**src/rtl/clock_divider_prog.sv**
```systemverilog
// Programmable clock-enable generator: registered divided clock plus a one-cycle
// tick per output period, runtime-loadable ratio and a single-step mode.
module clock_divider_prog #(
    parameter int CNT_W   = 16,
    parameter int DEF_DIV = 4
) (
    input  logic             clk,
    input  logic             rst_n,
    input  logic             en,
    input  logic             mode,
    input  logic             step,
    input  logic [CNT_W-1:0] div_val,
    input  logic             div_load,
    output logic             clk_out,
    output logic             tick,
    output logic             busy,
    output logic             load_pending
);

    localparam logic [CNT_W-1:0] DEF_N  = CNT_W'(DEF_DIV);
    localparam logic [CNT_W-1:0] DEF_CNT = CNT_W'(DEF_DIV - 1);
    localparam logic [CNT_W-1:0] MIN_N  = CNT_W'(2);

    logic [CNT_W-1:0] cnt_q, cnt_d;
    logic [CNT_W-1:0] n_act_q, n_act_d;
    logic [CNT_W-1:0] n_pend_q, n_pend_d;
    logic             pend_q, pend_d;
    logic             busy_q, busy_d;
    logic             clk_out_q, clk_out_d;
    logic             tick_q, tick_d;

    logic             at_last, start, adv, apply;
    logic [CNT_W-1:0] cnt_nxt, n_eff;

    always_comb begin
        at_last = (cnt_q == n_act_q - 1'b1);
        start   = en & mode & ~busy_q & step & at_last;
        // In step mode an unfinished period keeps running until the idle position.
        adv     = en & (~mode | busy_q | start | ~at_last);
        apply   = adv & at_last & pend_q;
        n_eff   = apply ? n_pend_q : n_act_q;
        cnt_nxt = at_last ? '0 : cnt_q + 1'b1;

        cnt_d     = cnt_q;
        n_act_d   = n_act_q;
        n_pend_d  = n_pend_q;
        pend_d    = pend_q;
        busy_d    = busy_q;
        clk_out_d = clk_out_q;
        tick_d    = 1'b0;

        if (adv) begin
            cnt_d     = cnt_nxt;
            n_act_d   = n_eff;
            clk_out_d = (cnt_nxt < (n_eff >> 1));
            tick_d    = (cnt_nxt == '0);
        end

        if (!mode) begin
            busy_d = 1'b0;
        end else if (adv) begin
            if (start) busy_d = 1'b1;
            if (cnt_nxt == n_eff - 1'b1) busy_d = 1'b0;
        end

        // A load on the apply edge wins: the old pending value applies, the new one waits.
        if (div_load) begin
            pend_d   = 1'b1;
            n_pend_d = (div_val < MIN_N) ? MIN_N : div_val;
        end else if (apply) begin
            pend_d = 1'b0;
        end
    end

    always_ff @(posedge clk or negedge rst_n) begin
        if (!rst_n) begin
            cnt_q     <= DEF_CNT;
            n_act_q   <= DEF_N;
            n_pend_q  <= '0;
            pend_q    <= 1'b0;
            busy_q    <= 1'b0;
            clk_out_q <= 1'b0;
            tick_q    <= 1'b0;
        end else begin
            cnt_q     <= cnt_d;
            n_act_q   <= n_act_d;
            n_pend_q  <= n_pend_d;
            pend_q    <= pend_d;
            busy_q    <= busy_d;
            clk_out_q <= clk_out_d;
            tick_q    <= tick_d;
        end
    end

    assign clk_out      = clk_out_q;
    assign tick         = tick_q;
    assign busy         = busy_q;
    assign load_pending = pend_q;

endmodule

```
**config.mk**
```make
export PLATFORM = sky130hd
export DESIGN_NAME = clock_divider_prog
export DESIGN_NICKNAME = d
export VERILOG_FILES = /design/src/rtl/clock_divider_prog.sv
export SDC_FILE = /design/constraint.sdc
export NUM_CORES = 1
export LEC_CHECK = 0
export CELL_PAD_IN_SITES_DETAIL_PLACEMENT = 0
export CELL_PAD_IN_SITES_GLOBAL_PLACEMENT = 1
export CORE_AREA = 3 3 117 119
export CTS_CLUSTER_DIAMETER = 60
export DETAILED_ROUTE_END_ITERATION = 12
export DIE_AREA = 0 0 120 122
export GPL_ROUTABILITY_DRIVEN = 0
export PLACE_DENSITY = 0.58
export SKIP_LAST_GASP = 1
export SLEW_MARGIN = 20
export SYNTH_ARGS = -nofsm -noshare
export SYNTH_HDL_FRONTEND = slang
export SYNTH_SLANG_ARGS = --single-unit
```
**constraint.sdc**
```tcl
create_clock -name clk -period 11.15 [get_ports clk]
set_input_delay 2.23 -clock clk [delete_from_list [all_inputs] [get_ports clk]]
set_output_delay 2.23 -clock clk [all_outputs]
set_load 0.01 [all_outputs]
```
After elaboration in Yosys (flattened, before gate mapping)
Index checks and enable logic that the tools add are counted.

Add/subtract/negate cells: 3. Order comparisons: 2. Eq/ne operators: 4. Mux-type cells: 10. Bitwise logic cells: 13. Reductions and logical operators: 3.

Operator list (number): two-way mux 16 bit (3); == test 16 bit (2); subtractor 16 x 1 -> 16 bit (second input constant) (2); adder 16 x 1 -> 16 bit (second input constant) (1); zero test 16 bit (1); less-than comparator 16 x 15 -> 1 bit (1); less-than comparator 16 x 2 -> 1 bit (second input constant) (1); bitwise AND 1 bit (7); two-way mux 1 bit (7); inequality test 3 x 1 -> 1 bit (second input constant) (1); inverter 1 bit (3); OR 1 bit (3); inequality test 2 x 1 -> 1 bit (second input constant) (1); AND reduction 2 bit (1); nonzero test 2 bit (1).

Flip-flop bits (word level): 52. Bits of input ports: 22. Output and inout port bits: 4. Word-level logic and storage cells: 42.

Longest topological paths before layout
Word-level depth: 15. Depth in mapped cells: 24. Depth with buffers taken out: 20.

Worst setup path before layout
OpenSTA, ideal clock, no wires.

Path kind: input to register. Start point: input port mode. End point: register busy_q, in the netlist busy. Setup time: 0.082 ns. Data arrival time: 5.132 ns. Data required time: 11.068 ns. Setup slack: 5.936 ns. Stages on the path: 19. Path buffers: 4. Path through: or3b_2 > buf_1 > nand3_1 > or4b_1 > buf_6 > buf_6 > buf_2 > nand2_1 > nand2_1 > inv_1 > ha_1 > nand2_1 > a21o_1 > nand2_1 > a21boi_0 > nor3_1 > a31o_1 > o211a_1 > a31oi_1.

Cells in the longest elaborated chain, start to end: 15. Elaborated cells between the ends (all ways): 20. Those cells by class: add/sub: 1; eq/ne: 3; mux: 4; bitwise: 11; reduce/logical: 1.

RTL lines: from (decl) (RTL line 10) `input logic mode,`; bitwise AND 1 bit (4 in a row) (RTL line 37) `start = en & mode & ~busy_q & step & at_last;`; OR 1 bit (2 in a row) (RTL line 39) `adv = en & (~mode | busy_q | start | ~at_last);`; bitwise AND 1 bit (RTL line 39); bitwise AND 1 bit (2 in a row) (RTL line 40) `apply = adv & at_last & pend_q;`; two-way mux 16 bit (RTL line 41) `n_eff = apply ? n_pend_q : n_act_q;`; subtractor 16 x 1 -> 16 bit (RTL line 63) `if (cnt_nxt == n_eff - 1'b1) busy_d = 1'b0;`; == test 16 bit (RTL line 63); two-way mux 1 bit (RTL line 63); two-way mux 1 bit (RTL line 61) `end else if (adv) begin`; two-way mux 1 bit (RTL line 59) `if (!mode) begin`; to (signal assigned) (RTL line 89) `busy_q <= busy_d;`; to (decl) (RTL line 28) `logic busy_q, busy_d;`.

Several ways; a longest one is shown, not always the timed one. The select of a mux whose other input is x is not followed. A chain may end at the register's enable or synchronous reset.

Worst setup path after layout
Same ends and word-level chain as after synthesis.

==> summary.txt <==
Clock network
  • Worst-Skew Late Latency: 300 ps
  • H-Tree Depth: 2
  • CTS root buffer: clkbuf_16
  • Clock Pin Slew Worst Setup and Hold Paths: 70 ps
  • CTS Buffer Depth: 2
  • CTS tree: done
  • Clock sink total: 52
  • Postcts setup bufs: 0
  • Hold buffer count at cts: 0
  • Resize count post-CTS: 0
  • CTS buffer count: 5

Cells and area
  • Finished Layout Cells: 645
  • Final core utilization: 37.2%
  • Number of diodes: 0
  • Area growth, synth to finish: 12.8%
  • Fin nets: 511
  • Share of layout cells above drive strength 1: 15.4%
  • Reg area: 1310 sq um
  • Multi-input gate area: 2660 sq um
  • Fillers: 1,305

Yosys
  • Mapped Nets: 496
  • Cells after synthesis: 457
  • Post-synth ARST share: 100%
  • Cell variety after synth: 70
  • Seq/Total Area, Yosys: 31.2%
  • Post-synth EDFFs: 0
  • Cell area after synthesis: 4180 sq um
  • Ys flop type: dfrtp_1
  • Register bit count reported by yosys: 52
  • Synth warn: 0
  • Syn Area/Cell: 9.14 sq um

Routing
  • Initial DRC Count: 163
  • DR DRC count: 0
  • TritonRoute pass-1 iters: 4
  • Vias per Instance: 5.44
  • Final wirelength: 12,800 um
  • Vias: 3,508
  • Final ANT Viol Nets: 0
  • Drt wl/cell: 19.8 um

Placement
  • Number of port buffers: 25
  • Placement Setup Slack: 5230 ps
  • # placed instances: 637
  • Hpwl dp: 10,000 um

Setup path
  • CP Buf/Inv Count: 3
  • CP top delay family: simple AND/OR/NAND/NOR gates
  • Max Fanout on Critical Path: 24
  • Crit end category: flip-flop
  • Crit-path cells: clkdlybuf4s50_1, or3b_2, nand3_1, or4b_1, buf_4, nand2_1, nand2_1, inv_1, ha_1, nand2_1, a21o_1, nand2_1, a21boi_0, nor3_1, a31o_1, o211a_1, a31oi_1
  • Worst Setup Start Kind: input pin
  • Crit-path most repeated cell: nand2_1
  • Worst setup path class: in -> reg
  • Required time at the worst-slack endpoint: 11,370 ps
  • Crit path DAT: 5860 ps
  • Slowest cell on crit path: or4b_1
  • Slowest Stage Delay on Critical Path: 820 ps

STA
  • Clock Skews: 7.09 ps
  • Final slew viol count: 0
  • Final hold vios: 0
  • Endpoints failing setup: 0
  • RSZ-0062 raised after global routing: no
  • Setup TNS Final: 0 ps
  • Final worst slack: 5510 ps
  • F_max: 177 MHz
  • Crit share post-route: 50.6%
  • Min cycle time layout: 5640 ps
  • Slew headroom: 37.6%
  • Slew @ Worst Pin: 928 ps

Global route
  • Largest net degree at the start of global routing: 53
  • Met1 usage: 24.2%
  • Vias in the first global route: 3,501
  • Initial antenna violation count: 0
  • M3 GR Usage: 3.71%
  • Global-route layer with the greatest usage: met2
  • M2 GR Usage: 31.1%
  • Global-route wire length before repair: 20,400 um
  • Final global-route overflow total: 0
  • Gr usage total: 18.4%

Pwr
  • Power Dens Cells: 127 nW/um^2
  • P_leak: 1.98 nW
  • Design Power: 0.000599 W
  • Max IR drop VDD: 66.2 uV

Die
  • Row count: 41
  • Die Area: 14,600 sq um
  • Core Area: 12,700 sq um
  • IO Pins: 26
  • Die height: 122 um
  • Die Wd: 120 um
  • Initial cell density of the core: 33.0%

Job
  • Max Cap Violations: 0

Worst hold path
  • Hold Crit Class: reg -> reg

Status
  • Status: finished clean
## path summary, 6_finish.rpt
path                                            to  depth (start not counted)  slack [ps]                    from
max reg2reg                       busy$_DFFE_PN0P_                         19        5790  n_act_q[0]$_DFFE_PN0P_
max in group asynchronous  n_act_q[13]$_DFFE_PN0P_                          2        8630                   rst_n
min reg2reg                   cnt_q[1]$_DFFE_PN1P_                          2         520    cnt_q[1]$_DFFE_PN1P_
min in group asynchronous  n_pend_q[3]$_DFFE_PN0P_                          2        2050                   rst_n
min                           cnt_q[1]$_DFFE_PN1P_                          2         520    cnt_q[1]$_DFFE_PN1P_
max                               busy$_DFFE_PN0P_                         17        5510                    mode
## layout make-up
type,instances,share of cell area [%]
multi-input combinational,357,56.5
sequential,52,27.7
timing repair buffer,30,6.00
tap,172,4.57
clock buffer,7,3.03
inverter,26,2.07
clock inverter,1,0.159
## worst reg2reg max path: cells and delay by family (launching register included)
| family | cells | cell delay (ps) |
|---|---|---|
| buf+inv | 2 | 430 |
| compound gates | 6 | 1130 |
| fa+ha+maj | 1 | 190 |
| flops | 1 | 470 |
| simple gates | 9 | 2780 |
| xor+xnor | 1 | 300 |
## cell usage after synthesis, types with 4 or more instances
cell type   n  share of area [%]
a31oi_1     6               0.90
mux2_2     35                9.4
and2_1      4               0.60
xor2_1     16                3.4
a21o_1     11                2.0
o21ai_0    13                1.6
mux2i_1     4               0.96
nor4_1     11                1.6
nand3b_1    8                1.4
nor3_1      9                1.1
dfrtp_1    49                 29
nor2_1     38                3.4
nand4_1    11                1.6
clkbuf_1   12                1.1
a21boi_0    7                1.3
a21oi_1    11                1.3
ha_1       17                5.1
xnor2_1    31                6.5
nand2_1    39                3.5
inv_1      23                2.1
o21a_1      7                1.3
mux2i_2     4                1.3
nand3_1    18                2.2
## stage by stage
stage / instance area [sq um] / hold WS, ps
after floorplan: 4180 / 488
after global placement: 4560 / 512
after detailed placement: 4560 / 518
after CTS: 4710 / 528
after global routing: 4710 / 552
final: 4710 / 525
## kinds of logic after synthesis
group / count (synthesis) / synth area share (%)
DFF: 52 / 31.2
and+or+nand+nor: 161 / 20.9
adders and majority gates: 18 / 5.33
buffers and inverters: 48 / 5.03
AOI/OAI and AO/OA: 85 / 14.6
xor gates and xnor gates: 47 / 9.85
muxes: 46 / 13.1
## placed cells by master (no fill, tap or decap), types with 13 or more instances in the layout
| master | netlist | routed |
|---|---|---|
| clkdlybuf4s50_1 | 0 | 24 |
| nand3_1 | 18 | 18 |
| o21ai_0 | 13 | 13 |
| mux2_2 | 35 | 35 |
| nand2_1 | 39 | 39 |
| dfrtp_1 | 49 | 49 |
| xnor2_1 | 31 | 31 |
| inv_1 | 23 | 23 |
| ha_1 | 17 | 17 |
| nor2_1 | 38 | 38 |
| xor2_1 | 16 | 16 |
## metal layers
| layer | part of all wire, % | wire (um) | vias up |
|---|---|---|---|
| li1 | - | - | 1683 |
| met1 | 45 | 5730 | 1706 |
| met2 | 47 | 6020 | 104 |
| met3 | 6.0 | 772 | 15 |
| met4 | 2.0 | 255 | 0 |
| met5 | 0 | 0 | - |
## power breakdown
group	switching (W)	leakage [nW]	total (W)	internal (W)
Combinational	0.000106	1.26	0.000193	0.0000865
Clock	0.0000746	0.0701	0.000164	0.0000898
Sequential	0.0000322	0.649	0.000242	0.000210
## sequential cells by signal, summed over array words and instances, names as in the netlist
| name | flops |
|---|---|
| cnt_q | 16 |
| tick | 1 |
| load_pending | 1 |
| busy | 1 |
| n_pend_q | 16 |
| clk_out | 1 |
| n_act_q | 16 |
No activity file was read; power rests on OpenSTA's default activity.
==> variant 1 (same flow settings) <==
Set the parameter `CNT_W` to 18 (it was 16).
--- a/src/rtl/clock_divider_prog.sv
+++ b/src/rtl/clock_divider_prog.sv
@@ -3,3 +3,3 @@
 module clock_divider_prog #(
-    parameter int CNT_W   = 16,
+    parameter int CNT_W   = 18,
     parameter int DEF_DIV = 4
Ports: changed (resized div_val); port bits go from 26 to 28. No check against the original RTL was run, so the function may have changed too.
==> variant 1 against the original RTL <==
  * Design area rose by 13%
  * Die area did not move
  * Area after synthesis rose by 11%
  * Sequential cell count rose by 6
  * Critical path type unchanged
  * Setup slack got worse by 290 ps
  * Via count rose by 15%
  * Maximum frequency fell by 4.9%
  * Total power rose by 30%
  * Final cell count rose by 13%
  * Routed wire length rose by 13%
==> variant 1: results (changes against the original RTL) <==
* Antenna Cells at 0 (unchanged)
* Run status: completed (unchanged)
* Min-Delay Path Class: flip-flop to flip-flop (unchanged)
* Top flop regs: cnt_q: 18 flops, n_act_q: 18 flops, n_pend_q: 18 flops (was cnt_q: 16 flops, n_act_q: 16 flops, n_pend_q: 16 flops)
* Num CTS Buffers at 9 (was 5)
* Hold path depth at 2 (unchanged)
* Post-CTS Setup Bufs at 0 (unchanged)
* Largest cells by area after synthesis: dfrtp_1 (30%), mux2_2 (7.8%), xnor2_1 (7.2%) (was dfrtp_1 (29%), mux2_2 (9.4%), xnor2_1 (6.5%))
* Cell family with most CP delay: compound AO/OA/AOI/OAI gates (was simple AND/OR/NAND/NOR gates)
* H-tree depth at 3 (was 2)
* Clk buf depth at 2 (unchanged)
* Synth warnings at 0 (unchanged)
* Initial antenna violation count at 0 (unchanged)
* Final Skew at 6.166 ps (was 7.085 ps)
* Largest net degree at the start of global routing at 59 (was 53)
* Post-DP HPWL at 11.00 mm (was 10.02 mm)
* Filler cells at 1328 (was 1305)
* Synth cell count leaders: nand2_1 (71), dfrtp_1 (55), xnor2_1 (38) (was dfrtp_1 (49), nand2_1 (39), nor2_1 (38))
* Final wirelength at 14.37 mm (was 12.78 mm)
* Fin nets at 592 (was 511)
* Vias in the first global route at 3940 (was 3501)
* Worst-path clk slew at 50 ps (was 70 ps)
* All-Layer GR Usage at 0.2075 (was 0.1842)
* Crit-path max cell delay at 410 ps (was 820 ps)
* Crit-path slowest cell: clkdlybuf4s50_1 (was or4b_1)
* CP arrival at 6180 ps (was 5860 ps)
* Clk Latency, worst-skew pair at 340 ps (was 300 ps)
* Leak Pwr at 2.284 nW (was 1.982 nW)
* Resized cells post-CTS at 0 (unchanged)
* Peak supply drop at 66.64 µV (was 66.18 µV)
* Syn Nets at 580 (was 496)
* Main flop type after synthesis: dfrtp_1 (unchanged)
* Sequential area share after synthesis at 0.3144 (was 0.3124)
* Drc violations at 0 (unchanged)
* R2R cell count at 22 (was 19)
* Iteration-0 DRC Markers at 303 (was 163)
* Slew HR at 0.3299 (was 0.3760)
* Port bufs at 27 (was 25)
* Via density at 5.561 (was 5.439)
* Clock root buffer: clkbuf_16 (unchanged)
* Largest fanout on the critical path at 25 (was 24)
* Share of cells above drive strength 1 at 0.1227 (was 0.1543)
* Async SR Flop Fraction at 1.000 (unchanged)
* First-pass GRT wire length at 22.91 mm (was 20.40 mm)
* Post-synthesis cell type count at 65 (was 70)
* First drt pass iteration count at 5 (was 4)
==> variant 1: cell types whose count changed after synthesis, moves of 6 or more <==
| cell | before | now |
|---|---|---|
| nand2_1 | 39 | 71 |
| clkbuf_1 | 12 | 22 |
| mux2i_1 | 4 | 11 |
| nor3_1 | 9 | 16 |
| o21a_1 | 7 | 0 |
| xnor2_1 | 31 | 38 |
| a21boi_0 | 7 | 1 |
| dfrtp_1 | 49 | 55 |
| or3_1 | 3 | 9 |
==> variant 1: stage by stage <==
| step | instances | worst slack (ps) | instance area, µm² | power, mW | util |
|---|---|---|---|---|---|
| after global routing | 726 | 4903 | 5314 | 0.8305 | 0.4194 |
| after CTS | 726 | 5238 | 5314 | 0.7866 | 0.4194 |
| after detailed placement | 710 | 4888 | 5015 | 0.4981 | 0.3958 |
| after floorplan | 537 | 5454 | 4628 | 0.4168 | - |
| after global placement | 710 | 4985 | 5015 | 0.4972 | 0.3958 |
| final | 726 | 5222 | 5314 | 0.7775 | 0.4194 |
==> variant 1: where the power goes <==
part / total, mW / switching [mW] / internal (mW)
clock: 0.282 / 0.0974 / 0.185
combinational: 0.226 / 0.122 / 0.104
sequential: 0.269 / 0.0349 / 0.234
total: 0.777 / 0.254 / 0.523
==> variant 1: area by class of cell <==
cell class | instances | area, µm² | area share
multi-input cells | 420 | 2933 | 0.5519
well taps | 172 | 215.2 | 0.04050
clock buffers | 14 | 264.0 | 0.04968
inverters | 27 | 101.3 | 0.01907
clock inverters | 2 | 35.03 | 0.006593
flip-flops and latches | 58 | 1455 | 0.2738
repair buffers | 33 | 310.3 | 0.05839
==> variant 1: final timing paths <==
path,start,end,slack [ps]
worst max-delay path,mode,clk_out,5220
worst min-delay path,cnt_q[1],cnt_q[1],520
worst max register to register,n_act_q[4],clk_out,5590
worst min register to register,cnt_q[1],cnt_q[1],520
max in group asynchronous,rst_n,n_act_q[16],8550
min in group asynchronous,rst_n,cnt_q[7],2060
==> variant 1: logic make-up after synthesis <==
family | synth area share
adder cells (fa/ha/maj) | 0.05137
flip-flops | 0.3144
multiplexers | 0.1017
buffers and inverters | 0.05326
AND/OR/NAND/NOR | 0.2503
XOR/XNOR | 0.1079
AO/OA/AOI/OAI | 0.1211
==> variant 1: per-layer routing <==
layer  track usage  vias up  share of wire
met3       0.03296       18          0.039
met1        0.3021     1981           0.49
met4       0.08518        0          0.025
li1              -     1938              -
met5             0        -              0
met2        0.3052      100           0.44
==> variant 1: tightest hold or removal path: stages (launching register included) <==
cell and delay (ps):
dfstp_2 390, nand2_1 50, o21ai_0 60
==> variant 2 (same flow settings) <==
Without the edit above. Register the inputs `en`, `mode`, `step`, `div_val` and `div_load` before use, cleared by the reset. The logic sees them one clock later.
--- a/src/rtl/clock_divider_prog.sv
+++ b/src/rtl/clock_divider_prog.sv
@@ -23,2 +23,24 @@
 
+    logic en_q;
+    logic mode_q;
+    logic step_q;
+    logic [CNT_W-1:0] div_val_q;
+    logic div_load_q;
+
+    always_ff @(posedge clk or negedge rst_n) begin
+        if (!rst_n) begin
+            en_q       <= '0;
+            mode_q     <= '0;
+            step_q     <= '0;
+            div_val_q  <= '0;
+            div_load_q <= '0;
+        end else begin
+            en_q       <= en;
+            mode_q     <= mode;
+            step_q     <= step;
+            div_val_q  <= div_val;
+            div_load_q <= div_load;
+        end
+    end
+
     logic [CNT_W-1:0] cnt_q, cnt_d;
@@ -36,5 +58,5 @@
         at_last = (cnt_q == n_act_q - 1'b1);
-        start   = en & mode & ~busy_q & step & at_last;
+        start   = en_q & mode_q & ~busy_q & step_q & at_last;
         // In step mode an unfinished period keeps running until the idle position.
-        adv     = en & (~mode | busy_q | start | ~at_last);
+        adv     = en_q & (~mode_q | busy_q | start | ~at_last);
         apply   = adv & at_last & pend_q;
@@ -58,3 +80,3 @@
 
-        if (!mode) begin
+        if (!mode_q) begin
             busy_d = 1'b0;
@@ -66,5 +88,5 @@
         // A load on the apply edge wins: the old pending value applies, the new one waits.
-        if (div_load) begin
+        if (div_load_q) begin
             pend_d   = 1'b1;
-            n_pend_d = (div_val < MIN_N) ? MIN_N : div_val;
+            n_pend_d = (div_val_q < MIN_N) ? MIN_N : div_val_q;
         end else if (apply) begin
Function: changed (Yosys sat finds a counterexample within 4 cycles, from zero or initial values and one cycle with rst_n low).
==> variant 2 against the original RTL <==
  * Routed wire length up 11%
  * Setup slack better by 710 ps
  * Clock power up 82%
  * Design area up 13%
  * Synthesized cell count up 11%
  * Area after synthesis up 12%
  * Maximum frequency up 14%
  * Sequential cell count up 20
  * Total power up 43%
  * Final cell count up 7.8%
  * Largest cell class unchanged
  * Highest routed layer unchanged
==> variant 2: results (changes against the original RTL) <==
* Power Density at 160.0 nW/µm² (was 127.1 nW/µm²)
* Leak Pwr at 2.299 nW (was 1.982 nW)
* Seq power at 0.322 mW (was 0.242 mW)
* Routed length on met1 at 6.976 mm (was 5.730 mm)
* Met1 usage at 0.2902 (was 0.2415)
* GR Util met3 at 0.02832 (was 0.03714)
* Largest cells by area after synthesis: dfrtp_1 (37%), mux2_2 (6.0%), nand2_1 (5.0%) (was dfrtp_1 (29%), mux2_2 (9.4%), xnor2_1 (6.5%))
* Run status: completed (unchanged)
* Comb pwr share at 0.274 (was 0.322)
* Sw Share at 0.3392 (was 0.3556)
* Final wirelength at 14.17 mm (was 12.78 mm)
* Cells after DPL at 679 (was 637)
* Syn Nets at 545 (was 496)
* Cells after synthesis at 506 (was 457)
* Hold EP: n_pend_q[0] (was cnt_q[1])
* Mux cell area share after synthesis at 0.08880 (was 0.1306)
* Largest net degree at the start of global routing at 73 (was 53)
* All-Layer GR Usage at 0.2032 (was 0.1842)
* Final Skew at 6.406 ps (was 7.085 ps)
* H-tree depth at 3 (was 2)
* Fin nets at 557 (was 511)
* Sequential area share after synthesis at 0.3848 (was 0.3124)
* Via density at 5.495 (was 5.439)
* Clk Latency, worst-skew pair at 340 ps (was 300 ps)
* Adder-cell area share of the yosys netlist at 0.04533 (was 0.05331)
* Final Hold Slack at 483.8 ps (was 524.7 ps)
## variant 2: kinds of logic (layout without fill, tap and decap cells)
| kind of cell | count (synthesis) | in the layout |
|---|---|---|
| simple gates | 194 | 194 |
| compound gates | 85 | 85 |
| flops | 72 | 72 |
| buf+inv | 53 | 70 |
| xor+xnor | 47 | 47 |
| mux | 38 | 38 |
| fa+ha+maj | 17 | 17 |
## variant 2: worst max path at each step
stage,from,end,slack (ps),cells past startpoint
after floorplan,n_act_q[0],busy,6920,21
after global placement,n_act_q[0],busy,6380,19
after detailed placement,n_act_q[0],busy,6240,19
after CTS,n_act_q[0],busy,6240,19
after global routing,n_act_q[0],busy,5770,19
final,n_act_q[0],busy,6220,19
## variant 2: area by class of cell
type / count / area [µm²]
Clock inverter: 7 / 80.08
Inverter: 26 / 97.59
Clock buffer: 9 / 225.2
Tap cell: 172 / 215.2
Sequential cell: 72 / 1805
Multi-Input combinational cell: 381 / 2655
Fill cell: 1290 / 7322
Timing Repair Buffer: 28 / 270.3
